===== src/rtl/multdiv_pkg.sv =====
// Shared types and constants for the iterative multiply/divide unit.
package multdiv_pkg;

   localparam int MD_WIDTH  = 32;
   localparam int MUL_ITERS = MD_WIDTH / 2;
   localparam int DIV_ITERS = MD_WIDTH;

   typedef enum logic [1:0] {
      ST_IDLE = 2'd0,
      ST_MUL  = 2'd1,
      ST_DIV  = 2'd2,
      ST_FIN  = 2'd3
   } state_t;

   typedef enum logic [2:0] {
      BD_ZERO = 3'd0,
      BD_P1   = 3'd1,
      BD_P2   = 3'd2,
      BD_M1   = 3'd3,
      BD_M2   = 3'd4
   } booth_digit_t;

   // Window is {b[2i+1], b[2i], b[2i-1]}.
   function automatic booth_digit_t booth_decode(input logic [2:0] w);
      booth_digit_t d;
      case (w)
         3'b001, 3'b010: d = BD_P1;
         3'b011:         d = BD_P2;
         3'b100:         d = BD_M2;
         3'b101, 3'b110: d = BD_M1;
         default:        d = BD_ZERO;
      endcase
      return d;
   endfunction

endpackage


===== src/rtl/multdiv_iter_if.sv =====
// Request/result bundle of multdiv_iter plus a debug view of its FSM state.
interface multdiv_iter_if #(parameter int WIDTH = 32);
   import multdiv_pkg::*;

   // ctrl_MULT/ctrl_DIV are one-cycle starts taken only in IDLE (no ready back);
   // data_resultRDY is a one-cycle valid for data_result/data_exception, no back-pressure.
   logic             ctrl_MULT;
   logic             ctrl_DIV;
   logic [WIDTH-1:0] data_operandA;
   logic [WIDTH-1:0] data_operandB;
   logic [WIDTH-1:0] data_result;
   logic             data_exception;
   logic             data_resultRDY;
   logic             busy;
   state_t           state;

   modport master (
      output ctrl_MULT, ctrl_DIV, data_operandA, data_operandB,
      input  data_result, data_exception, data_resultRDY, busy, state
   );

   modport slave (
      input  ctrl_MULT, ctrl_DIV, data_operandA, data_operandB,
      output data_result, data_exception, data_resultRDY, busy, state
   );

endinterface


===== src/rtl/multdiv_iter_booth_r4_sel.sv =====
// Radix-4 Booth selector: maps a 3-bit multiplier window to a WIDTH+1-bit addend.
module booth_r4_sel
   import multdiv_pkg::*;
#(
   parameter int WIDTH = MD_WIDTH
) (
   input  logic [2:0]       window,
   input  logic [WIDTH-1:0] mcand,
   output logic [WIDTH:0]   addend,
   output logic             cin
);

   // Negative digits are one's complement here; the +1 arrives as cin.
   always_comb begin
      addend = '0;
      cin    = 1'b0;
      case (booth_decode(window))
         BD_P1: addend = {mcand[WIDTH-1], mcand};
         BD_P2: addend = {mcand, 1'b0};
         BD_M1: begin
            addend = ~{mcand[WIDTH-1], mcand};
            cin    = 1'b1;
         end
         BD_M2: begin
            addend = ~{mcand, 1'b0};
            cin    = 1'b1;
         end
         default: ;
      endcase
   end

endmodule


===== src/rtl/multdiv_iter.sv =====
// Iterative signed multiply (radix-4 Booth) / divide (non-restoring) unit.
// Optional build macro: MULTDIV_EARLY_ZERO_EN (short-circuits zero operands to FIN).
module multdiv_iter
   import multdiv_pkg::*;
#(
   parameter int WIDTH = MD_WIDTH
) (
   input  logic           clock,
   input  logic           reset,
   multdiv_iter_if.slave  bus
);

   localparam int CW = $clog2(WIDTH) + 1;
   localparam logic [CW-1:0] MUL_N = CW'(WIDTH / 2);
   localparam logic [CW-1:0] DIV_N = CW'(WIDTH);

   state_t           state;
   logic [CW-1:0]    cnt;
   logic [2*WIDTH:0] prod;
   logic             booth_q;
   logic [WIDTH-1:0] mcand;
   logic [WIDTH:0]   rem;
   logic [WIDTH-1:0] quo;
   logic [WIDTH-1:0] dvsr;
   logic             neg_q;
   logic             div_zero;
   logic [WIDTH-1:0] res_q;
   logic             exc_q;
   logic             rdy_q;
   logic             busy_q;

   logic [WIDTH:0]   addend;
   logic             cin;
   logic [WIDTH+1:0] mul_sum;
   logic [2*WIDTH:0] mul_next;
   logic             mul_ovf;
   logic [WIDTH:0]   rem_sh;
   logic [WIDTH:0]   rem_next;
   logic [WIDTH-1:0] quo_next;
   logic [WIDTH-1:0] quo_final;
   logic [WIDTH-1:0] a_mag;
   logic [WIDTH-1:0] b_mag;
   logic             start;
   logic             early;

   booth_r4_sel #(.WIDTH(WIDTH)) u_sel (
      .window ({prod[1:0], booth_q}),
      .mcand  (mcand),
      .addend (addend),
      .cin    (cin)
   );

   // Upper WIDTH+1 bits accumulate; the multiplier shifts out of the low half.
   always_comb begin
      mul_sum  = {prod[2*WIDTH], prod[2*WIDTH:WIDTH]} + {addend[WIDTH], addend}
               + {{(WIDTH+1){1'b0}}, cin};
      mul_next = {mul_sum[WIDTH+1], mul_sum, prod[WIDTH-1:2]};
      mul_ovf  = !((&mul_next[2*WIDTH:WIDTH-1]) || !(|mul_next[2*WIDTH:WIDTH-1]));
   end

   always_comb begin
      rem_sh    = {rem[WIDTH-1:0], quo[WIDTH-1]};
      rem_next  = rem[WIDTH] ? rem_sh + {1'b0, dvsr} : rem_sh - {1'b0, dvsr};
      quo_next  = {quo[WIDTH-2:0], ~rem_next[WIDTH]};
      quo_final = neg_q ? -quo_next : quo_next;
      a_mag     = bus.data_operandA[WIDTH-1] ? -bus.data_operandA : bus.data_operandA;
      b_mag     = bus.data_operandB[WIDTH-1] ? -bus.data_operandB : bus.data_operandB;
      start     = bus.ctrl_MULT || bus.ctrl_DIV;
`ifdef MULTDIV_EARLY_ZERO_EN
      early = bus.ctrl_MULT ? (bus.data_operandA == '0 || bus.data_operandB == '0)
                            : (bus.data_operandA == '0 && bus.data_operandB != '0);
`else
      early = 1'b0;
`endif
   end

   always_ff @(posedge clock or negedge reset) begin
      if (!reset) begin
         state    <= ST_IDLE;
         cnt      <= '0;
         prod     <= '0;
         booth_q  <= 1'b0;
         mcand    <= '0;
         rem      <= '0;
         quo      <= '0;
         dvsr     <= '0;
         neg_q    <= 1'b0;
         div_zero <= 1'b0;
         res_q    <= '0;
         exc_q    <= 1'b0;
         rdy_q    <= 1'b0;
         busy_q   <= 1'b0;
      end else begin
         rdy_q <= 1'b0;
         case (state)
            ST_IDLE: begin
               if (start) begin
                  busy_q <= 1'b1;
                  if (early) begin
                     state <= ST_FIN;
                     rdy_q <= 1'b1;
                     res_q <= '0;
                     exc_q <= 1'b0;
                  end else if (bus.ctrl_MULT) begin
                     state   <= ST_MUL;
                     prod    <= {{(WIDTH+1){1'b0}}, bus.data_operandB};
                     booth_q <= 1'b0;
                     mcand   <= bus.data_operandA;
                     cnt     <= MUL_N;
                  end else begin
                     state    <= ST_DIV;
                     rem      <= '0;
                     quo      <= a_mag;
                     dvsr     <= b_mag;
                     neg_q    <= bus.data_operandA[WIDTH-1] ^ bus.data_operandB[WIDTH-1];
                     div_zero <= (bus.data_operandB == '0);
                     cnt      <= DIV_N;
                  end
               end
            end
            ST_MUL: begin
               prod    <= mul_next;
               booth_q <= prod[1];
               cnt     <= cnt - CW'(1);
               if (cnt == CW'(1)) begin
                  state <= ST_FIN;
                  rdy_q <= 1'b1;
                  res_q <= mul_next[WIDTH-1:0];
                  exc_q <= mul_ovf;
               end
            end
            ST_DIV: begin
               rem <= rem_next;
               quo <= quo_next;
               cnt <= cnt - CW'(1);
               if (cnt == CW'(1)) begin
                  state <= ST_FIN;
                  rdy_q <= 1'b1;
                  res_q <= div_zero ? '0 : quo_final;
                  exc_q <= div_zero;
               end
            end
            default: begin
               state  <= ST_IDLE;
               busy_q <= 1'b0;
            end
         endcase
      end
   end

   assign bus.data_result    = res_q;
   assign bus.data_exception = exc_q;
   assign bus.data_resultRDY = rdy_q;
   assign bus.busy           = busy_q;
   assign bus.state          = state;

endmodule


===== src/flat_wrapper.sv =====
// flat-port wrapper written by rule: the top's interface ports become plain ports
module multdiv_iter_flat import multdiv_pkg::*;
#(
   parameter int WIDTH = MD_WIDTH
)
  (clock, reset, bus_ctrl_MULT, bus_ctrl_DIV, bus_data_operandA, bus_data_operandB, bus_data_result, bus_data_exception, bus_data_resultRDY, bus_busy, bus_state);
  multdiv_iter_if #(.WIDTH(WIDTH)) bus_i ();
  input  logic clock;
  input  logic reset;
  input wire logic [$bits(bus_i.ctrl_MULT)-1:0] bus_ctrl_MULT;
  input wire logic [$bits(bus_i.ctrl_DIV)-1:0] bus_ctrl_DIV;
  input wire logic [$bits(bus_i.data_operandA)-1:0] bus_data_operandA;
  input wire logic [$bits(bus_i.data_operandB)-1:0] bus_data_operandB;
  output wire logic [$bits(bus_i.data_result)-1:0] bus_data_result;
  output wire logic [$bits(bus_i.data_exception)-1:0] bus_data_exception;
  output wire logic [$bits(bus_i.data_resultRDY)-1:0] bus_data_resultRDY;
  output wire logic [$bits(bus_i.busy)-1:0] bus_busy;
  output wire logic [$bits(bus_i.state)-1:0] bus_state;
  assign bus_i.ctrl_MULT = bus_ctrl_MULT;
  assign bus_i.ctrl_DIV = bus_ctrl_DIV;
  assign bus_i.data_operandA = bus_data_operandA;
  assign bus_i.data_operandB = bus_data_operandB;
  assign bus_data_result = bus_i.data_result;
  assign bus_data_exception = bus_i.data_exception;
  assign bus_data_resultRDY = bus_i.data_resultRDY;
  assign bus_busy = bus_i.busy;
  assign bus_state = bus_i.state;
  multdiv_iter #(.WIDTH(WIDTH)) u_core (.clock(clock), .reset(reset), .bus(bus_i));
endmodule

===== config.mk =====
export PLATFORM = sky130hd
export DESIGN_NAME = multdiv_iter_flat
export DESIGN_NICKNAME = d
export VERILOG_FILES = /design/src/rtl/multdiv_pkg.sv /design/src/rtl/multdiv_iter_if.sv /design/src/rtl/multdiv_iter_booth_r4_sel.sv /design/src/rtl/multdiv_iter.sv /design/src/flat_wrapper.sv
export SDC_FILE = /design/constraint.sdc
export NUM_CORES = 1
export LEC_CHECK = 0
export CORE_ASPECT_RATIO = 0.6
export CORE_MARGIN = 5
export CORE_UTILIZATION = 53
export DETAILED_ROUTE_END_ITERATION = 10
export PLACE_DENSITY = 0.75
export SLEW_MARGIN = 10
export SYNTH_ARGS = -nofsm -noshare
export SYNTH_HDL_FRONTEND = slang
export SYNTH_SLANG_ARGS = --single-unit
export TNS_END_PERCENT = 100

===== constraint.sdc =====
create_clock -name clock -period 5.4 [get_ports clock]
set_input_delay 0.54 -clock clock [delete_from_list [all_inputs] [get_ports clock]]
set_output_delay 0.54 -clock clock [all_outputs]
set_load 0.1 [all_outputs]

==> results.yml <==
outcome:
  status: "finished with violations"
  violations: "DRC"
detailed_routing:
  drtIter0Drc: 1822
  vias: 16000
  wl_per_cell_um: 21.7
  drtAntennaViolNets: 0
  drc: 1
  drt-total-wl_um: 54400
  dr.pass1.iters: 8
  vias_per_cell: 6.40
place:
  dp_hpwl_um: 40600
  place_area_sq_mm: 0.0187
  io_buffers: 104
  gp_congestion: 1.00
critical_path:
  cp.required_ns: 5.85
  crit_path_cell_trace: "inv_1 -> ha_1 -> nor4b_4 -> and4b_1 -> and3_1 -> and3_4 -> nor2b_1 -> nor2_1 -> xor2_1 -> ha_1 -> nand3_1 -> inv_1 -> nand3_4 -> a2111oi_4 -> nor4_1 -> or4_1 -> inv_2 -> ha_1 -> nand3_1 -> or3_4 -> o21ai_1 -> xnor2_1 -> a221oi_1 -> nor2_1"
  cpPeakStageDelay_ns: 0.48
  start_kind: "register"
  rr_endpoint: "u_core.bus.data_result[30]"
  crit_end: "u_core.bus.data_result[30]"
  cp_slowest_cell: "or4_1"
  worstPathArrival_ns: 5.67
  path_max_fanout: 4
  startpoint: "u_core.dvsr[0]"
  worst-r2r-setup-slack_ns: 0.17
  endpoint_kind: "register"
  cp_common_cell: "ha_1"
  r2r_cells: 24
  reg2reg_from: "u_core.dvsr[0]"
  path_class: "register to register"
floorplanning:
  io_pins: 105
  die-width_um: 241
  start_util: 0.541
  core_region_area_sq_mm: 0.0314
  die_h_um: 149
  die_area_sq_mm: 0.0358
  row_count: 50
grt:
  grt-ovfl-total: 0
  grt_usage: 0.296
  grt_max_degree: 116
  grt_pass1_vias: 14800
  grt_antenna_before_repair: 6
  grt_pass1_wl_um: 85000
power:
  p_int_mw: 7.34
  p_sw_mw: 7.74
  p_clk_frac: 0.140
  power_leakage_nw: 8.68
  p_total_mw: 15.1
  switching_share: 0.513
  ir_worst_vdd_mv: 0.821
  p_per_area_mw_per_mm2: 761
  p_comb_frac: 0.625
  seqPwrFrac: 0.235
sta:
  slew_violations: 0
  fin_crit_ns: 5.23
  finClkSkew_ns: 0.0338
  slew_headroom: 0.281
  worst_slew_pin_slew_ns: 1.08
  max_freq_mhz: 191
  hold_violations: 0
  period_share: 0.968
  setup_tns_ns: 0
  setup_viol: 0
synth:
  synthTopCellsByArea: "dfrtp_1 (35%), o21ai_0 (7.5%), xor2_1 (7.2%)"
  yosys.area.top_type: "dfrtp_1"
  synth_area_sq_mm: 0.0170
  synth_fp_nets: 2125
  synthDistinctLibCells: 77
  async_reset_ff_frac: 1.00
  ys_seq_area_frac: 0.352
  syn_inst: 1980
  synth_top_area_share: 0.352
  ys_warn_count: 0
  ys.flop_type: "dfrtp_1"
  synth_edf_count: 0
  syn_area_per_cell_sq_um: 8.58
  ys_ff_latch: 239
layout:
  layout-drive-gt1-share: 0.0906
  fin_area_sq_mm: 0.0198
  finalNetCount: 2213
  syn2layout_area_growth_pct: 16.7
clocking:
  clk-insertion-delay-late_ns: 0.57
  max-clock-path-buffers: 3
  cts_root_buf: "clkbuf_16"
  clkTransAtPathRegs_ns: 0.07
  numCtsBuffers: 25
  cts.sinks: 239
  cts_tree: "yes"
  htreeDepth: 1
run:
  maxCapViolations: 0
worst_hold_path:
  hold_path_class: "input pin to asynchronous set/reset pin"
timing repair:
action | CTS | global route
buffers inserted | 0 | 2
endpoints found under the setup margin | 31 | 18
hold buffers | 0 | 0
pin swaps | 0 | 3
endpoints found under the hold margin | 0 | 0
resized for setup | 4 | 21
cells by family after synthesis:
family	synth area share
DFF	0.352
buffers and inverters	0.0343
adders and majority gates	0.0581
and+or+nand+nor	0.170
muxes	0.0455
AOI/OAI and AO/OA	0.239
xor gates and xnor gates	0.101
critical path: cells and delay by family, from the launching register on:
| kind | cells | cell delay, ns |
|---|---|---|
| buffers and inverters | 3 | 0.33 |
| flip-flops | 1 | 0.44 |
| AO/OA/AOI/OAI | 3 | 0.85 |
| adder cells (fa/ha/maj) | 3 | 0.69 |
| XOR/XNOR | 2 | 0.24 |
| AND/OR/NAND/NOR | 13 | 2.57 |
area by class of cell:
type / count / area (sq um)
fillers: 2680 / 11600
clock inverters: 14 / 285
flip-flops and latches: 239 / 5980
well taps: 416 / 520
diodes: 2 / 5.00
repair buffers: 167 / 1530
multi-input cells: 1586 / 10600
inverters: 49 / 184
clock buffers: 32 / 712
registers in the layout, indices dropped and copies added (netlist names):
register	flops
u_core.bus.data_resultRDY	1
u_core.neg_q	1
u_core.div_zero	1
u_core.quo	32
u_core.booth_q	1
u_core.bus.busy	1
u_core.bus.state	2
u_core.dvsr	32
u_core.prod	64
u_core.bus.data_result	32
u_core.rem	33
u_core.bus.data_exception	1
u_core.mcand	32
u_core.cnt	6
layout by cell type, fill, tap and decap left out, drive strengths merged, types with 49 or more instances in the layout:
master	instances
buf	64
ha	74
nor2	151
a21oi	116
clkdlybuf4s50	103
dfrtp	239
xor2	140
xnor2	55
nand2	223
o21ai	256
inv	49
worst min path at each step:
| stage | startpoint | end | slack, ns | cells past startpoint |
|---|---|---|---|---|
| 6_report | reset | u_core.prod[58] | 0.05 | 1 |
| 5_1_grt | reset | u_core.prod[58] | 0.13 | 1 |
| 4_1_cts | reset | u_core.prod[47] | 0.11 | 1 |
| 3_5_place_dp | u_core.rem[2] | u_core.rem[2] | 0.47 | 2 |
| 3_3_place_gp | u_core.rem[2] | u_core.rem[2] | 0.47 | 2 |
| 2_1_floorplan | reset | u_core.booth_q | 0.24 | 0 |
Yosys cell counts, drive strengths merged (30+ instances only):
library cell,number
nand3,32
a21oi,116
mux2,34
a22oi,30
nor3,35
dfrtp,239
xnor2,55
a21o,31
o31ai,41
nand2,223
mux2i,39
ha,74
clkbuf,95
nor2,151
inv,48
o21ai,256
xor2,140
per-stage QoR:
step	utilization	setup slack, ns	hold slack [ns]	std cells
finish	0.631	0.174	0.0461	2505
global route	0.631	-0.0218	0.128	2505
CTS	0.627	0.0265	0.114	2501
detailed placement	0.594	-0.574	0.473	2455
global placement	0.594	-0.440	0.469	2455
floorplan	-	0.0607	0.244	1980
per-layer routing:
metal,up-vias,track usage,share of wire
met3,88,0.101,0.12
met4,8,0.0572,0.022
met2,791,0.388,0.39
met5,-,0,0.00092
met1,7719,0.467,0.47
li1,7415,-,-
power by group through the flow:
| stage | clock network (mW) | registers [mW] | logic (mW) |
|---|---|---|---|
| floorplan | 0 | 4.07 | 5.82 |
| global placement | 0 | 3.47 | 8.84 |
| detailed placement | 0 | 3.49 | 9.07 |
| CTS | 2.14 | 3.47 | 9.16 |
| global route | 2.22 | 3.62 | 10.2 |
| finish | 2.11 | 3.54 | 9.43 |
Note: power is estimated with default switching activity, not from simulation.
